--- src/rtl/debounce_bit.sv ---
// rtl/debounce_bit.sv - single-bit stability counter with registered level and edge pulses
module debounce_bit #(
  parameter int   CNT_WIDTH     = 16,
  parameter int   STABLE_CYCLES = 50000,
  parameter logic INIT_BIT      = 1'b0
) (
  input  logic clk,
  input  logic rst,
  input  logic d,
  output logic q,
  output logic rise,
  output logic fall,
  output logic pulse_next
);

  localparam logic [CNT_WIDTH-1:0] LAST = CNT_WIDTH'(STABLE_CYCLES - 1);

  logic [CNT_WIDTH-1:0] cnt;
  logic [CNT_WIDTH-1:0] cnt_next;
  logic                 q_next;
  logic                 rise_next;
  logic                 fall_next;

  // Any sample equal to q clears the count, so a bounce restarts the window.
  always_comb begin
    cnt_next  = '0;
    q_next    = q;
    rise_next = 1'b0;
    fall_next = 1'b0;
    if (d != q) begin
      if (cnt == LAST) begin
        q_next    = d;
        rise_next = d;
        fall_next = ~d;
      end else begin
        cnt_next = cnt + 1'b1;
      end
    end
  end

  assign pulse_next = rise_next | fall_next;

  always_ff @(posedge clk) begin
    if (rst) begin
      q    <= INIT_BIT;
      cnt  <= '0;
      rise <= 1'b0;
      fall <= 1'b0;
    end else begin
      q    <= q_next;
      cnt  <= cnt_next;
      rise <= rise_next;
      fall <= fall_next;
    end
  end

endmodule

--- src/rtl/debouncer.sv ---
// rtl/debouncer.sv - per-bit debounce and edge detect for synchronized inputs
module debouncer #(
  parameter int   WIDTH         = 1,
  parameter int   CNT_WIDTH     = 16,
  parameter int   STABLE_CYCLES = 50000,
  parameter logic INIT          = 1'b0
) (
  input  logic             clk,
  input  logic             rst,
  input  logic [WIDTH-1:0] d,
  output logic [WIDTH-1:0] q,
  output logic [WIDTH-1:0] rise,
  output logic [WIDTH-1:0] fall,
  output logic             changed
);

  logic [WIDTH-1:0] pulse_next;

  for (genvar i = 0; i < WIDTH; i++) begin : g_bit
    debounce_bit #(
      .CNT_WIDTH    (CNT_WIDTH),
      .STABLE_CYCLES(STABLE_CYCLES),
      .INIT_BIT     (INIT)
    ) u_bit (
      .clk       (clk),
      .rst       (rst),
      .d         (d[i]),
      .q         (q[i]),
      .rise      (rise[i]),
      .fall      (fall[i]),
      .pulse_next(pulse_next[i])
    );
  end

  // Registered from next-state pulses so it lines up with rise/fall.
  always_ff @(posedge clk) begin
    if (rst) begin
      changed <= 1'b0;
    end else begin
      changed <= |pulse_next;
    end
  end

endmodule
--- config.mk ---
export PLATFORM = sky130hd
export DESIGN_NAME = debouncer
export DESIGN_NICKNAME = d
export VERILOG_FILES = /design/src/rtl/debounce_bit.sv /design/src/rtl/debouncer.sv
export SDC_FILE = /design/constraint.sdc
export NUM_CORES = 1
export LEC_CHECK = 0
export ABC_AREA = 1
export CAP_MARGIN = 10
export CORE_ASPECT_RATIO = 1.1
export CORE_MARGIN = 5
export CORE_UTILIZATION = 30
export CTS_BUF_LIST = sky130_fd_sc_hd__clkbuf_16
export DETAILED_ROUTE_END_ITERATION = 16
export GPL_TIMING_DRIVEN = 0
export MAX_ROUTING_LAYER = met4
export SLEW_MARGIN = 20
export SYNTH_ARGS = -nofsm -noshare
export SYNTH_HDL_FRONTEND = slang
export SYNTH_SLANG_ARGS = --single-unit
--- constraint.sdc ---
create_clock -name clk -period 1.8 [get_ports clk]
set_clock_uncertainty 0.15 [all_clocks]
set_input_delay 0.36 -clock clk [delete_from_list [all_inputs] [get_ports clk]]
set_output_delay 0.36 -clock clk [all_outputs]
set_load 0.005 [all_outputs]
### Yosys cells after proc, flatten, opt, wreduce, memory -nomap -nowiden

Cells that the tools add are included.

| word-level totals | value |
|---|---|
| bits in registers | 20 |
| latch bits | 0 |
| bits in writable memories | 0 |
| ROM bits | 0 |
| output and inout port bits | 4 |
| memories | 0 |

| cells by class | value |
|---|---|
| add/subtract/negate cells | 1 |
| $mul | 0 |
| divide/modulo/power cells | 0 |
| $lt $le $gt $ge | 0 |
| equality and inequality tests | 2 |
| shifts and indexed selects | 0 |
| muxes and demuxes | 4 |
| bitwise operators | 3 |
| reductions and logical operators | 2 |

Operator list:

| operator | count |
|---|---|
| $add 16x1->16 const B | 1 |
| $eq 16x16->1 const B | 1 |
| $mux 1 | 4 |
| $reduce_or 3->1 | 1 |
| $not 1->1 | 2 |
| $reduce_and 2->1 | 1 |
| $ne 1x1->1 | 1 |
| $or 1x1->1 | 1 |

### Longest topological paths before layout

Gate-level depths: netlist (run 1).

| depth | value |
|---|---|
| word-level depth | 4 |
| gate-level depth with buffers | 8 |
| mapped depth without buffers | 8 |

### Cells and area by module

From an unflattened synthesis (run 1), not the netlist that was laid out.

| second synthesis, totals | value |
|---|---|
| cell total of the unflattened synthesis | 158 |
| area total of the unflattened synthesis | 1,041.0 um^2 |

By module, submodules not included:

| module | instances | cells each | area an instance (um^2) | seq. area each (um^2) |
|---|---|---|---|---|
| debounce_bit | 1 | 155 | 1,011.0 | 380.4 |
| debouncer | 1 | 3 | 30.0 | 20.0 |

### Worst setup path after synthesis (run 1)

No wires, ideal clock.

| timing path | value |
|---|---|
| path type | register to register |
| from | register g_bit[0].u_bit.cnt[0] |
| to | register g_bit[0].u_bit.cnt[10] |
| setup time | 0.114 ns |
| arrival | 1.103 ns |
| required time | 1.536 ns |
| slack | 0.432 ns |
| cell stages (with the launch flop) | 8 |
| period minus slack after synthesis | 1.368 ns |
| cells stage by stage | dfxtp_1 -> ha_1 -> nand3_2 -> nor2_1 -> nand2_2 -> nand2_4 -> buf_6 -> nor2_1 |

| on the way | value |
|---|---|
| longest elaborated chain between the ends | 2 |
| elaborated cells on any way between the ends | 3 |
| classes of those cells | 1 x add/sub; 1 x eq/ne; 1 x reduce/logical |

Ends and longest elaborated chain:

| item | RTL line | RTL |
|---|---|---|
| start, declared | debounce_bit.sv:18 | `logic [CNT_WIDTH-1:0] cnt;` |
| start signal, assigned | debounce_bit.sv:51 | `cnt <= cnt_next;` |
| branches (longest 2 deep; another with $add 16x1->16) | -- |  |

Parallel ways; which one is timed is not known.
A chain may end at the register's enable or synchronous reset.

### Final worst setup path (run 1)

| timing path | value |
|---|---|
| from | register g_bit[0].u_bit.q |
| to | output q |

RTL lines:

| item | RTL line | RTL |
|---|---|---|
| start, declared | debounce_bit.sv:10 | `output logic q,` |
| start signal, assigned | debounce_bit.sv:50 | `q <= q_next;` |
| end, declared | debouncer.sv:11 | `output logic [WIDTH-1:0] q,` |

No word-level cell between the ends.

==> impl_metrics.csv, run 1 <==
group,metric,value,unit
yosys,synth_top_family_by_area,"simple AND/OR/NAND/NOR gates",
detailed_routing,dr.pass1.iters,4,
yosys,syn_avg_cell_area,6.62,um^2
timing,layout_min_cycle_time,1.61,ns
setup_path,cp_max_fo,3,
floorplan,die_w,65.9,um
yosys,synthAdderAreaFrac,1.21,%
final_layout,final_common_cell,"nand2_1",
grt,globalRouteTotalUtil,10.4,%
place,pre_cts_ws,-0.0320,ns
clock_tree,htree_levels,1,
timing,setup_viol,0,
timing,fmax,0.622,GHz
yosys,synth_fp_nets,160,
detailed_routing,wl_met2,949,um
setup_path,r2r-start,"g_bit[0].u_bit.cnt[0]$_SDFF_PP0_",
yosys,synth_cell_type_count,19,
detailed_routing,dr_wl_met3,99,um
final_layout,layout_common_cells,"nand2_1 (38), nor2_1 (32), inv_1 (22)",
setup_path,reg2reg_depth,7,
setup_path,path_cells,"clkdlybuf4s50_1",
place,dpl_cell_area,0.00115,mm^2
clock_tree,clkTransAtPathRegs,0.06,ns
setup_path,crit_path_end_kind,"output port",
yosys,synth-compound-area-share,5.09,%
setup_path,critPathLaunchType,"register",
yosys,synthFlopType,"dfxtp_1",
timing,setup_ws,0.192,ns
floorplan,initial_core_util,31.0,%
detailed_routing,drtIter0Drc,26,
timing,finalHoldViolations,0,
timing,worst_pin_slew,0.272,ns
floorplan,core,0.00333,mm^2
yosys,synth_simple_gate_area_share,41.2,%
min_path,hold_path.class,"register to register",
clock_tree,cts.sinks,20,
setup_path,critPathTopFamily,"buffers and inverters",
pwr,finalPower,1.08,mW
floorplan,die_y,71.5,um
final_layout,fin_util,37.8,%
detailed_routing,drt-met1-wl,991,um
clock_tree,cts_setup_buffers,0,
grt,grt_pass1_wl,3720,um
final_layout,n_fill_cell,368,
final_layout,n_antenna_cell,0,
setup_path,critPathBufInv,1,
grt,grt-ovfl-total,0,
setup_path,crit_path_start,"g_bit[0].u_bit.q$_SDFFE_PP0P_",
place,gp_congestion,0.863,
pwr,powerDensity,855,mW/mm^2
timing,slew-limit-headroom,81.8,%
floorplan,ios,7,
final_layout,fin_area,0.00126,mm^2
detailed_routing,ant_nets,0,
floorplan,die_area,0.00472,mm^2
detailed_routing,route.detailed.drc,0,
timing,fin_crit_sh,89.3,%
final_layout,drive_gt1_share,9.64,%
setup_path,crit_type,"register to output port",
setup_path,max_stage_delay,0.50,ns
grt,antenna_found_initial,0,
clock_tree,cts_tree,"yes",
clock_tree,clk_latency,0.25,ns
detailed_routing,vias,931,
detailed_routing,routed_via_density,4.35,
pwr,ir_drop,0.323,mV
place,dp_hpwl,1550,um
min_path,hold_start,"g_bit[0].u_bit.cnt[0]$_SDFF_PP0_",
yosys,synth_edf_count,0,
timing,slew_viol_final,0,
setup_path,cp.arrival,1.10,ns
clock_tree,cts.path.max_buffers,2,
setup_path,cp.required,1.29,ns
yosys,synthXorXnorAreaFrac,4.24,%
clock_tree,cts_buffers,3,
grt,grt_pass1_vias,867,
detailed_routing,highest-signal-layer,"met4",
place,io_buffers,6,
yosys,netlist_instances,156,
clock_tree,cts-root-buf,"clkbuf_16",
yosys,async_flop_share,0,%
detailed_routing,drt_wl_total,2080,um
setup_path,crit_path_top_delay_cell,"clkdlybuf4s50_1",
yosys,ys_ff_latch,20,
pwr,p_leak,0.453,nW
final_layout,finalNetCount,171,
timing,rsz0062_at_grt,"false",
run,max_cap_violations,0,
yosys,synth_area,0.00103,mm^2
grt,grt_start_max_net_pins,13,
clock_tree,postCtsResizedCells,0,
yosys,synth.area.mux_share,0,%
floorplan,core.rowCount,22,
detailed_routing,wl_per_cell,9.71,um
setup_path,cp_num_cells,1,
final_layout,area_growth,21.8,%
clock_tree,cts_hold_buf,0,
yosys,synth_warnings,0,
min_path,holdPathStages,1,
outcome,status,"completed",
yosys,yosysSeqAreaShare,38.8,%
[final timing paths]
check | to | slack (ns)
setup / recovery | q | 0.19
hold / removal | g_bit[0].u_bit.cnt[0]$_SDFF_PP0_ | 0.29
setup reg to reg | g_bit[0].u_bit.cnt[9]$_SDFF_PP0_ | 0.28
hold reg to reg | g_bit[0].u_bit.cnt[0]$_SDFF_PP0_ | 0.29
[metal layers]
metal,vias to the layer above,global-route usage [%]
met1,406,11.8
met3,5,2.82
met5,-,-
li1,505,-
met2,15,17.4
met4,0,4.06
[Yosys cell counts, types with 2 or more instances]
master    n  area (um^2)
a21oi_1   8         40.0
dfxtp_1  20          400
inv_1    22         82.6
nand2_1  38          143
nand2_2   3         18.8
nand3_1   9         45.0
nand3_2   2         20.0
nand4_1   6         37.5
nor2_1   32          120
nor2_2    4         25.0
xnor2_1   2         17.5
xor2_1    3         26.3
[cells by family after synthesis]
kind of cell | after synthesis
AND/OR/NAND/NOR | 96
buffers and inverters | 24
flip-flops | 20
AO/OA/AOI/OAI | 10
XOR/XNOR | 5
adder cells (fa/ha/maj) | 1
[registers in the layout, summed over array words and instances, names as in the netlist]
signal	count
g_bit.u_bit.cnt	16
g_bit.u_bit.fall	1
changed	1
g_bit.u_bit.rise	1
g_bit.u_bit.q	1
[report_power, final]
| group | total [mW] | switching (mW) | internal, mW |
|---|---|---|---|
| clock network | 0.607 | 0.166 | 0.441 |
| registers | 0.446 | 0.00143 | 0.445 |
| logic | 0.0223 | 0.0126 | 0.00971 |
[stage by stage]
stage | hold WS (ns) | instances | TNS [ns]
3_3_place_gp | 0.280 | 210 | -0.0865
3_5_place_dp | 0.286 | 210 | -0.0873
5_1_grt | 0.322 | 214 | 0
4_1_cts | 0.298 | 214 | 0
6_report | 0.293 | 214 | 0
2_1_floorplan | 0.267 | 156 | 0
[area by class of cell]
type                    instances  area, um^2  area share [%]
multi-input cells             112         534            42.5
flip-flops and latches         20         400            31.8
inverters                      23        86.3            6.87
clock buffers                   3        75.1            5.97
repair buffers                  6        60.1            4.78
well taps                      48        60.1            4.78
clock inverters                 1        30.0            2.39
plain buffers                   1        11.3           0.896
No activity file was read; power rests on OpenSTA's default activity.
==> run 2, diff against run 1 <==
--- a/config.mk
+++ b/config.mk
@@ -6,7 +6,7 @@
 export NUM_CORES = 1
 export LEC_CHECK = 0
 export ABC_AREA = 1
-export CAP_MARGIN = 10
+export CAP_MARGIN = 20
 export CORE_ASPECT_RATIO = 1.1
 export CORE_MARGIN = 5
 export CORE_UTILIZATION = 30
==> constraint.sdc (replaced) <==
create_clock -name clk -period 1.99 [get_ports clk]
set_clock_uncertainty 0.15 [all_clocks]
set_input_delay 0.398 -clock clk [delete_from_list [all_inputs] [get_ports clk]]
set_output_delay 0.398 -clock clk [all_outputs]
set_load 0.005 [all_outputs]
==> results of run 2 <==
The final DEF is identical to that of run 1. Status: completed.
Among the figures that moved: setup slack after placement -0.0320 ns -> 0.120 ns; setup slack after layout 0.192 ns -> 0.344 ns; register-to-register setup slack 0.28 ns -> 0.47 ns; total power 1.08 mW -> 0.973 mW; worst IR drop on VDD 0.323 mV -> 0.292 mV
==> run 3, diff against run 2 <==
==> constraint.sdc (replaced) <==
create_clock -name clk -period 1.5 [get_ports clk]
set_clock_uncertainty 0.15 [all_clocks]
set_input_delay 0.3 -clock clk [delete_from_list [all_inputs] [get_ports clk]]
set_output_delay 0.3 -clock clk [all_outputs]
set_load 0.005 [all_outputs]
==> run 3 against run 2 <==
Compared with the run above: combinational power is 76% higher; cell count grew 1.4%; critical path depth increased by 6; count of clock-buffer cells in the layout stayed put; routed wire length rose by 3.6%; critical path type is now register to register; sequential power grew 33%; largest power group unchanged.
==> impl_metrics.csv, run 3 (synthesis gave the netlist of run 1 again) <==
group,metric,value,unit
timing,whs,0.123,ns
min_path,holdPathStages,2,
detailed_routing,drtIter0Drc,48,
clock_tree,clkTransAtPathRegs,0.06,ns
clock_tree,cts.path.max_buffers,2,
setup_path,crit_path_end,"g_bit[0].u_bit.cnt[9]$_SDFF_PP0_",
setup_path,crit_path_start,"g_bit[0].u_bit.cnt[0]$_SDFF_PP0_",
setup_path,critPathTopFamily,"simple AND/OR/NAND/NOR gates",
setup_path,max_stage_delay,0.37,ns
final_layout,largest_reg_flops,16,
setup_path,cp.required,1.50,ns
floorplan,die_y,71.5,um
pwr,ir_drop,0.388,mV
detailed_routing,route.detailed.drc,0,
timing,fmax,0.709,GHz
timing,slew-limit-headroom,82.0,%
timing,setup_viol,0,
place,gp_congestion,0.863,
outcome,status,"completed",
place,io_buffers,6,
detailed_routing,drt_wl_total,2150,um
min_path,hold_path.class,"input pin to register",
setup_path,reg2reg_depth,7,
final_layout,top_register,"g_bit.u_bit.cnt",
pwr,powerDensity,976,mW/mm^2
setup_path,r2r-start,"g_bit[0].u_bit.cnt[0]$_SDFF_PP0_",
final_layout,final_cells,217,
floorplan,core,0.00333,mm^2
floorplan,core.rowCount,22,
grt,antenna_found_initial,0,
final_layout,area_growth,29.5,%
timing,slew_viol_final,0,
setup_path,crit_type,"register to register",
setup_path,crit_path_top_delay_cell,"dfxtp_2",
setup_path,critPathBufInv,1,
place,dp_hpwl,1550,um
floorplan,die_area,0.00472,mm^2
setup_path,r2r-end,"g_bit[0].u_bit.cnt[9]$_SDFF_PP0_",
timing,fin_crit_sh,94.1,%
grt,grt_pass1_wl,3730,um
clock_tree,clk_latency,0.25,ns
setup_path,rrSetupSlack,0.09,ns
grt,globalRouteTotalUtil,10.5,%
setup_path,cp.arrival,1.41,ns
final_layout,fin_area,0.00134,mm^2
setup_path,cp_num_cells,7,
clock_tree,cts_buffers,3,
detailed_routing,ant_nets,0,
grt,grt_pass1_vias,873,
final_layout,n_antenna_cell,0,
place,dpl_cell_area,0.00115,mm^2
timing,worst_pin_slew,0.270,ns
setup_path,cp_max_fo,10,
detailed_routing,dr.pass1.iters,4,
timing,layout_min_cycle_time,1.41,ns
final_layout,final_common_cell,"nand2_1",
clock_tree,cts.sinks,20,
grt,grt_start_max_net_pins,13,
final_layout,n_fill_cell,356,
floorplan,ios,7,
setup_path,crit_path_end_kind,"register",
final_layout,seqCellArea,405,um^2
run,max_cap_violations,0,
place,dp.cells,210,
final_layout,finalNetCount,174,
detailed_routing,routed_via_density,4.38,
final_layout,drive_gt1_share,16.6,%
final_layout,layout_common_cells,"nand2_1 (38), nor2_1 (29), inv_1 (22)",
clock_tree,htree_levels,1,
grt,grt-ovfl-total,0,
detailed_routing,wl_per_cell,9.91,um
floorplan,die_w,65.9,um
setup_path,critPathLaunchType,"register",
floorplan,initial_core_util,31.0,%
clock_tree,cts_hold_buf,0,
timing,finalHoldViolations,0,
pwr,p_leak,0.538,nW
clock_tree,cts_tree,"yes",
setup_path,path_cells,"ha_4 -> nand3_4 -> nor2_2 -> nand2_2 -> nand2_4 -> buf_6 -> nor2_1",
clock_tree,cts-root-buf,"clkbuf_16",
detailed_routing,vias,951,
final_layout,multi_input_area,577,um^2
==> run 3: cell types whose count changed in the layout (fill, tap and decap cells not counted), moves of 2 or more <==
cell / delta
clkdlybuf4s50_1: -5
dlymetal6s2s_1: +4
nor2_4: +2
nor2_1: -3
dfxtp_1: -4
buf_4: +3
dfxtp_2: +4
==> run 3: metrics by stage <==
| stage | power [mW] | TNS [ns] | utilization [%] | setup WS, ns |
|---|---|---|---|---|
| global placement | 0.575 | -3.66 | 34.6 | -0.274 |
| CTS | 1.32 | 0 | 38.3 | 0.00109 |
| floorplan | 0.563 | 0 | - | 0.132 |
| detailed placement | 0.575 | -3.64 | 34.6 | -0.272 |
| finish | 1.30 | 0 | 40.1 | 0.0887 |
| global route | 1.35 | -0.00322 | 40.1 | -0.00157 |
==> run 3: worst reg2reg max path, delay by kind of cell (launching register included) <==
family | cells | cell delay, ns
simple gates | 5 | 0.45
flops | 1 | 0.37
fa+ha+maj | 1 | 0.17
buf+inv | 1 | 0.15
==> run 3: metal layers <==
layer / vias to the layer above / GRT usage, % / part of all wire [%]
met4: 0 / 4.06 / 1.7
li1: 512 / - / -
met2: 16 / 17.5 / 46
met1: 418 / 11.8 / 47
met3: 5 / 2.82 / 4.9
met5: - / - / 0
==> run 3: worst min-delay path by stage <==
| stage | from | end | slack, ns |
|---|---|---|---|
| global placement | g_bit[0].u_bit.cnt[0]$_SDFF_PP0_ | g_bit[0].u_bit.cnt[0]$_SDFF_PP0_ | 0.28 |
| detailed placement | g_bit[0].u_bit.cnt[0]$_SDFF_PP0_ | g_bit[0].u_bit.cnt[0]$_SDFF_PP0_ | 0.29 |
| floorplan | rst | g_bit[0].u_bit.q$_SDFFE_PP0P_ | 0.22 |
| global route | d | g_bit[0].u_bit.fall$_SDFF_PP0_ | 0.15 |
| CTS | g_bit[0].u_bit.cnt[0]$_SDFF_PP0_ | g_bit[0].u_bit.cnt[0]$_SDFF_PP0_ | 0.30 |
| finish | d | g_bit[0].u_bit.fall$_SDFF_PP0_ | 0.12 |
==> run 3: report_power, final <==
group / switching (mW) / internal, mW
Combinational: 0.0182 / 0.0172
Clock: 0.201 / 0.529
Sequential: 0.00347 / 0.534
==> run 3: cell type report <==
cell class                 instances  area share (%)
timing repair buffer               9            6.84
inverter                          23            6.46
buffer                             1           0.843
clock inverter                     1            2.25
tap                               48            4.49
multi-input combinational        112            43.2
sequential                        20            30.3
clock buffer                       3            5.62
==> run 3: what timing repair did <==
item                       CTS  global route
setup endpoints to repair   12            17
pin swaps                    0             1
resized for setup            6            12
buffers inserted             0             3
